## src/rtl/uart_pkg.sv

```systemverilog
`default_nettype none
// ============================================================================
// Module      : uart_pkg
// Description : Shared UART types and constants (arbiter state, defaults,
//               bit-period shared with serializer and receiver).
// Revision    : 1.0 - initial release
// ============================================================================
package uart_pkg;

    typedef enum logic [1:0] {
        IDLE  = 2'd0,
        SEND  = 2'd1,
        START = 2'd2,
        DRAIN = 2'd3
    } uart_arb_state_t;

    localparam int UART_ARB_NREQ = 4;
    localparam int UART_N        = 5208;

endpackage
`default_nettype wire

```

## src/rtl/uart_rr_pick.sv

```systemverilog
`default_nettype none
// ============================================================================
// Module      : uart_rr_pick
// Description : Combinational round-robin picker; searches upward with wrap
//               starting one above i_last_grant.
// Revision    : 1.0 - initial release
// ============================================================================
module uart_rr_pick
    import uart_pkg::*;
#(
    parameter int NREQ = UART_ARB_NREQ
) (
    input  logic [NREQ-1:0]          i_req,
    input  logic [$clog2(NREQ)-1:0]  i_last_grant,
    output logic [$clog2(NREQ)-1:0]  o_idx,
    output logic                     o_any
);

    localparam int c_W = $clog2(NREQ);

    always_comb begin
        logic [c_W-1:0] w_pos;
        o_idx = '0;
        o_any = 1'b0;
        w_pos = '0;
        for (int k = 1; k <= NREQ; k++) begin
            w_pos = c_W'((int'(i_last_grant) + k) % NREQ);
            if (!o_any && i_req[w_pos]) begin
                o_any = 1'b1;
                o_idx = w_pos;
            end
        end
    end

endmodule
`default_nettype wire

```

## src/rtl/uart_tx_arb.sv

```systemverilog
`default_nettype none
// ============================================================================
// Module      : uart_tx_arb
// Description : Round-robin packet arbiter sharing one UART TX serializer
//               among NREQ byte-stream requesters. Optional mid-packet
//               stall abort enabled by UART_ARB_TIMEOUT_EN.
// Revision    : 1.0 - initial release
// ============================================================================
module uart_tx_arb
    import uart_pkg::*;
#(
    parameter int NREQ    = UART_ARB_NREQ,
    parameter int TIMEOUT = 104160
) (
    input  logic                     clk,
    input  logic                     rst,
    input  logic [NREQ-1:0]          req_valid,
    input  logic [8*NREQ-1:0]        req_data,
    input  logic [NREQ-1:0]          req_last,
    output logic [NREQ-1:0]          req_ready,
    input  logic                     tx_ready,
    output logic                     tx_start,
    output logic [7:0]               tx_data,
    output logic [$clog2(NREQ)-1:0]  grant,
    output logic                     busy,
    output logic                     err_timeout
);

    localparam int         c_GW    = $clog2(NREQ);
    localparam logic [1:0] c_IDLE  = IDLE;
    localparam logic [1:0] c_SEND  = SEND;
    localparam logic [1:0] c_START = START;
    localparam logic [1:0] c_DRAIN = DRAIN;

    logic [1:0]       r_state;
    logic [c_GW-1:0]  r_grant;
    logic [c_GW-1:0]  r_last_grant;
    logic             r_busy;
    logic [7:0]       r_tx_data;
    logic             r_last;
    logic [c_GW-1:0]  w_pick_idx;
    logic             w_pick_any;
    logic             w_grant_valid;
    logic             w_abort;
    logic [NREQ-1:0]  w_req_ready;

    uart_rr_pick #(
        .NREQ (NREQ)
    ) u_pick (
        .i_req        (req_valid),
        .i_last_grant (r_last_grant),
        .o_idx        (w_pick_idx),
        .o_any        (w_pick_any)
    );

    assign w_grant_valid = req_valid[r_grant];

`ifdef UART_ARB_TIMEOUT_EN
    localparam int c_TO_W = $clog2(TIMEOUT + 1);

    logic [c_TO_W-1:0] r_to_cnt;
    logic              r_err_timeout;

    assign w_abort = (r_state == c_SEND) && !w_grant_valid &&
                     (r_to_cnt == c_TO_W'(TIMEOUT - 1));

    // Holding the count at zero outside SEND gives the clear-on-entry behaviour.
    always_ff @(posedge clk) begin
        if (rst) begin
            r_to_cnt      <= '0;
            r_err_timeout <= 1'b0;
        end else begin
            r_err_timeout <= w_abort;
            if (r_state != c_SEND || w_grant_valid) begin
                r_to_cnt <= '0;
            end else if (!w_abort) begin
                r_to_cnt <= r_to_cnt + 1'b1;
            end
        end
    end

    assign err_timeout = r_err_timeout;
`else
    logic w_unused_timeout;

    assign w_unused_timeout = (TIMEOUT != 0);
    assign w_abort          = 1'b0;
    assign err_timeout      = 1'b0;
`endif

    always_ff @(posedge clk) begin
        if (rst) begin
            r_state      <= c_IDLE;
            r_grant      <= '0;
            r_last_grant <= c_GW'(NREQ - 1);
            r_busy       <= 1'b0;
            r_tx_data    <= 8'h00;
            r_last       <= 1'b0;
        end else begin
            case (r_state)
                c_IDLE: begin
                    if (w_pick_any && tx_ready) begin
                        r_grant <= w_pick_idx;
                        r_busy  <= 1'b1;
                        r_state <= c_SEND;
                    end
                end
                c_SEND: begin
                    if (w_grant_valid) begin
                        r_tx_data <= req_data[{r_grant, 3'b000} +: 8];
                        r_last    <= req_last[r_grant];
                        r_state   <= c_START;
                    end else if (w_abort) begin
                        r_last_grant <= r_grant;
                        r_busy       <= 1'b0;
                        r_state      <= c_IDLE;
                    end
                end
                c_START: begin
                    r_state <= c_DRAIN;
                end
                c_DRAIN: begin
                    if (tx_ready) begin
                        if (r_last) begin
                            r_last_grant <= r_grant;
                            r_busy       <= 1'b0;
                            r_state      <= c_IDLE;
                        end else begin
                            r_state <= c_SEND;
                        end
                    end
                end
                default: begin
                    r_state <= c_IDLE;
                end
            endcase
        end
    end

    always_comb begin
        w_req_ready = '0;
        if (r_state == c_SEND) begin
            w_req_ready[r_grant] = 1'b1;
        end
    end

    assign req_ready = w_req_ready;
    assign tx_start  = (r_state == c_START);
    assign tx_data   = r_tx_data;
    assign grant     = r_grant;
    assign busy      = r_busy;

endmodule
`default_nettype wire

```

## config.mk

```make
export PLATFORM = sky130hd
export DESIGN_NAME = uart_tx_arb
export DESIGN_NICKNAME = d
export VERILOG_FILES = /design/src/rtl/uart_pkg.sv /design/src/rtl/uart_rr_pick.sv /design/src/rtl/uart_tx_arb.sv
export SDC_FILE = /design/constraint.sdc
export NUM_CORES = 1
export LEC_CHECK = 0
export ABC_AREA = 1
export CORE_MARGIN = 4
export CORE_UTILIZATION = 44
export CTS_CLUSTER_SIZE = 16
export DETAILED_ROUTE_END_ITERATION = 8
export GPL_ROUTABILITY_DRIVEN = 0
export GPL_TIMING_DRIVEN = 0
export PLACE_DENSITY_LB_ADDON = 0.25
export SETUP_SLACK_MARGIN = 0.15
export SYNTH_ARGS = -nofsm -noshare
export SYNTH_HDL_FRONTEND = slang
export SYNTH_SLANG_ARGS = --single-unit
```

## constraint.sdc

```tcl
create_clock -name clk -period 2.5 [get_ports clk]
set_clock_uncertainty 0.1 [all_clocks]
set_input_delay 0.375 -clock clk [delete_from_list [all_inputs] [get_ports clk]]
set_output_delay 0.375 -clock clk [all_outputs]
set_load 0.02 [all_outputs]
```

# [After elaboration in Yosys (flattened, before gate mapping)]
# Cells that the tools add are included.
[classes] muxes=32 shifts=1 addsub=4 reduce_logical=15 eq_ne=7 magnitude_cmp=6 bitwise=0 div_mod_pow=0 n_mul=0
[ops] operator="variable part select 32 x 6 -> 8 bit" count=1
[ops] operator="< comparator 2 x 3 -> 1 bit, second input constant" count=5
[ops] operator="2-to-1 mux 1 bit" count=15
[ops] operator="2-to-1 mux 2 bit" count=7
[ops] operator="binary-select mux 1 bit (select 2 bit)" count=6
[ops] operator="inequality test 2 bit, second input constant" count=4
[ops] operator="case mux 2 bit (4 select lines)" count=1
[ops] operator="AND reduction 3 bit" count=2
[ops] operator="logical AND 1 bit" count=5
[ops] operator="adder 2 x 1 -> 2 bit, second input constant" count=2
[ops] operator="adder 2 bit, second input constant" count=2
[ops] operator="== test 2 bit, second input constant" count=2
[ops] operator="2-to-1 mux 4 bit" count=1
[ops] operator="AND reduction 2 bit" count=2
[ops] operator="AND reduction 4 bit" count=1
[ops] operator="zero test 1 bit" count=3
[ops] operator="demux 1 bit (select 2 bit)" count=1
[ops] operator="== test 2 x 1 -> 1 bit, second input constant" count=1
[ops] operator="greater-or-equal comparator 2 x 1 -> 1 bit, second input constant" count=1
[ops] operator="zero test 2 bit" count=1
[ops] operator="case mux 1 bit (2 select lines)" count=1
[ops] operator="nonzero test 2 bit" count=1
[word_totals] register_bits=16 latchBits=0 input_bits=43 word_cells=71 output_inout_bits=17 ramBits=0 mem_count=0 rom_bits=0

# [Depth between registers and ports, before layout]
[depth] depth_word=16 depth_mapped=13

# [By module]
# From an unflattened synthesis, not the netlist that was laid out.
[unflattened] hier_cells=237 area_unflattened_um2=1385.1
[modules_own_cells] mod="uart_tx_arb" area_per_inst_um2=1113.6 seq_area_each_um2=320.3 instances=1 cells_per_inst=185
[modules_own_cells] mod="uart_rr_pick" area_per_inst_um2=271.5 seq_area_each_um2=0.0 instances=1 cells_per_inst=52

# [Worst setup path before layout]
# Ideal clock, no wire load.
[synth_path] path_type="reg2out" start="register r_grant[0], in the netlist grant[0]" end="output port req_ready[1]" path_buffers=2 required_time_ps=2025 slack_ps=536 arrival_time_ps=1489 path_stages_with_launch=5 cell_sequence="dfxtp_1 clkbuf_1 inv_1 clkbuf_1 nor3_1"
[synth_via] elab_chain_len=5 word_cells_on_any_way=6 classes_between="2 x order compare; 3 x mux; 1 x reduce/logical"
[synth_lines] item="from (decl)" line="uart_tx_arb.sv:36" source="logic [c_GW-1:0] r_grant;"
[synth_lines] item="from (signal assigned)" line="uart_tx_arb.sv:103" source="r_grant <= w_pick_idx;"
[synth_lines] item="< comparator 2 x 3 -> 1 bit (implied by the code) or greater-or-equal comparator 2 x 1 -> 1 bit (tied branches)" line="uart_tx_arb.sv:143" source="w_req_ready[r_grant] = 1'b1;"
[synth_lines] item="logical AND 1 bit (implied by the code)" line="uart_tx_arb.sv:143"
[synth_lines] item="2-to-1 mux 1 bit (implied by the code)" line="uart_tx_arb.sv:143"
[synth_lines] item="demux 1 bit (select 2 bit) *" line="uart_tx_arb.sv:143"
[synth_lines] item="2-to-1 mux 4 bit *" line="uart_tx_arb.sv:142" source="if (r_state == c_SEND) begin"
[synth_lines] item="to (decl)" line="uart_tx_arb.sv:20" source="output logic [NREQ-1:0] req_ready,"
# Mark *: on every way between the ends. The rest lies on a longest branch, timed or not.

# [Final worst setup path]
[layout_path] start="register r_state[1]" end="output port req_ready[0]"
[layout_via] elab_chain_len=2
[layout_lines] item="from (decl)" line="uart_tx_arb.sv:35" source="logic [1:0] r_state;"
[layout_lines] item="from (signal assigned)" line="uart_tx_arb.sv:93" source="r_state <= c_IDLE;"
[layout_lines] item="from (signal assigned)" line="uart_tx_arb.sv:105" source="r_state <= c_SEND;"
[layout_lines] item="from (signal assigned)" line="uart_tx_arb.sv:112" source="r_state <= c_START;"
[layout_lines] item="== test 2 x 1 -> 1 bit" line="uart_tx_arb.sv:142"
[layout_lines] item="2-to-1 mux 4 bit" line="uart_tx_arb.sv:142"
# No other way between the ends.

==> impl_metrics.env <==
export IMPL_die_area_um2=3730
export IMPL_drc=0
export IMPL_areaGrowthSynthToFinish_pct=54.1
export IMPL_cts_sinks=16
export IMPL_powerDensity_nw_per_um2=783
export IMPL_outcome="complete, no violations"
export IMPL_num_antenna_cells=0
export IMPL_tns_ns=0
export IMPL_grt_use_total=0.192
export IMPL_synth_cell_types=24
export IMPL_num_vias=1538
export IMPL_synth_simple_area_share=0.492
export IMPL_path_buf_inv=3
export IMPL_clockRootBuffer="clkbuf_4"
export IMPL_hold_violations=0
export IMPL_die_x_um=61.1
export IMPL_num_nets_final=322
export IMPL_cp_required_ns=2.03
export IMPL_power_leakage_uw=0.000866
export IMPL_cp_cell_sequence="inv_1 > ha_1 > inv_1 > nor2_1 > clkdlybuf4s50_1"
export IMPL_clkTransAtPathRegs_ns=0.09
export IMPL_cts_buffers=3
export IMPL_switching_share=0.452
export IMPL_power_total_uw=1500
export IMPL_cts_tree="done"
export IMPL_clkPwrFrac=0.110
export IMPL_start_util=0.479
export IMPL_antenna_found_initial=0
export IMPL_cpLargestDelayFamily="buffers and inverters"
export IMPL_crit_fanout=5
export IMPL_rows=18
export IMPL_clock_path_buffers=2
export IMPL_grt_pass1_wl_mm=5.49
export IMPL_port_buffers=58
export IMPL_synth_sequential_area_ratio=0.258
export IMPL_placed_cells=298
export IMPL_viasPerCell=5.06
export IMPL_internal_power_uw=821
export IMPL_report_final_slew_viol_count=0
export IMPL_fin_area_um2=1910
export IMPL_slowest_delay_ns=0.61
export IMPL_place_hpwl_mm=2.87
export IMPL_min_path_type="reg2reg"
export IMPL_cap_violations=0
export IMPL_p_comb_frac=0.633
export IMPL_core_um2=2590
export IMPL_cts_hold_buf=0
export IMPL_fin_ws_ns=0.264
export IMPL_wl_mm=3.55
export IMPL_synth_avg_cell_area_um2=5.91
export IMPL_criticalPathCategory="reg2out"
export IMPL_synthAdderAreaFrac=0.0403
export IMPL_drt_iter0_drc=63
export IMPL_stdcell_count=304
export IMPL_avgRoutedWirePerCell_um=11.7
export IMPL_synthMuxAreaShare=0
export IMPL_fin_crit_ns=2.24
export IMPL_p_sw_uw=678
export IMPL_slowest_stage="clkdlybuf4s50_1"
export IMPL_first_global_vias=1325
export IMPL_clk_latency_ns=0.28
export IMPL_synth_top_family_by_area="simple AND/OR/NAND/NOR gates"
export IMPL_ant_nets=0
export IMPL_ys_ff_latch=16
export IMPL_syn_cell_area_um2=1240
export IMPL_final_period_utilization=0.895
export IMPL_place_ws_ns=0.176
export IMPL_grt_ovfl_total=0
export IMPL_vdd_drop_max_mv=0.690
export IMPL_synth_xor_area_share=0.00706
export IMPL_cp_start_kind="flip-flop"
export IMPL_yosys_warnings=0
export IMPL_drive_gt1_frac=0.0803
export IMPL_die_y_um=61.1
export IMPL_synth_cells=210
export IMPL_fmax_mhz=447
export IMPL_grt_max_degree=11
export IMPL_synth_compound_area_frac=0.0958
export IMPL_place_area_um2=1860
export IMPL_final_cell_mix="55 x clkdlybuf4s50_1, 44 x nand2_1, 38 x nand3_1"
export IMPL_seqPwrFrac=0.257
export IMPL_arrival_ns=1.76
export IMPL_grt_setup_unrepaired="true"
export IMPL_crit_top_cell="inv_1"
export IMPL_firstDrtPassIters=5
export IMPL_syn_num_nets=257
export IMPL_finalSetupViolCount=0
export IMPL_pin_count=60
export IMPL_critPathCaptureType="output pin"
export IMPL_cts_max_level=1
export IMPL_mostFrequentLayoutCell="clkdlybuf4s50_1"
-- timing repair --
item                       CTS  global route
cloned                       0             0
setup endpoints to repair    2             3
resized for setup            3             2
pin swaps                    0             1
setup buffers                0             2
-- per-stage QoR --
stage	hold WS, ns	util
2_1_floorplan	0.344	-
3_3_place_gp	0.349	0.718
4_1_cts	0.364	0.731
3_5_place_dp	0.351	0.718
5_1_grt	0.390	0.739
6_report	0.359	0.739
-- area by class of cell --
type                    instances  area [um2]
multi-input cells             161         792
fillers                       235         677
repair buffers                 60         597
flip-flops and latches         16         320
inverters                      23        86.3
plain buffers                  10        43.8
well taps                      30        37.5
clock buffers                   4        36.3
-- worst reg2reg max path, delay by kind of cell (launching register included) --
kind / cells / cell delay (ns)
buffers and inverters: 2 / 0.18
DFF: 1 / 0.47
and+or+nand+nor: 9 / 0.81
-- routing by layer --
layer / vias up / track usage / share of wire
li1: 818 / - / -
met1: 668 / 0.266 / 0.46
met2: 50 / 0.302 / 0.47
met3: 2 / 0.0314 / 0.065
met4: 0 / 0.0650 / 0.0076
met5: - / 0 / 0
-- power groups by stage --
stage	combinational, uW	sequential [uW]	clock (uW)
after floorplan	524	452	0
after CTS	922	386	171
after detailed placement	920	392	0
after global routing	1060	396	181
after global placement	909	389	0
final	948	385	165
-- cell usage after synthesis --
library cell  count  area share
ha_1              4       0.040
o22ai_1           1      0.0050
nor3_1            3       0.012
buf_1             2      0.0061
nor2_1           27       0.082
nand2_1          44        0.13
nand2_2           5       0.025
o21ai_0          14       0.056
buf_4             1      0.0061
xor2_1            1      0.0071
nor2_2            1      0.0050
nor2_4            2       0.018
clkbuf_1          6       0.018
conb_1            1      0.0030
nand3_2           1      0.0081
nand4_1          11       0.055
inv_1            19       0.057
nand3_1          38        0.15
dfxtp_1          16        0.26
a211oi_1          1      0.0061
inv_2             4       0.012
buf_2             1      0.0040
o21ai_1           2      0.0081
a21oi_1           5       0.020
-- worst paths after layout --
path | startpoint | to | slack, ns | cells after the start
hold reg to reg | busy | busy | 0.36 | 2
setup reg to reg | r_last_grant[0] | grant[1] | 0.83 | 11
hold / removal | busy | busy | 0.36 | 2
setup / recovery | r_state[1] | req_ready[0] | 0.26 | 5
-- cell families after synthesis --
logic type	Yosys count
AND/OR/NAND/NOR	132
buffers and inverters	33
AO/OA/AOI/OAI	23
flip-flops	16
other	1
adder cells (fa/ha/maj)	4
XOR/XNOR	1
-- state kept, by name (all words and copies together) (netlist names) --
signal,cells
r_last_grant,2
busy,1
grant,2
r_last,1
r_state,2
tx_data,8
Note: power is estimated with default switching activity, not from simulation.
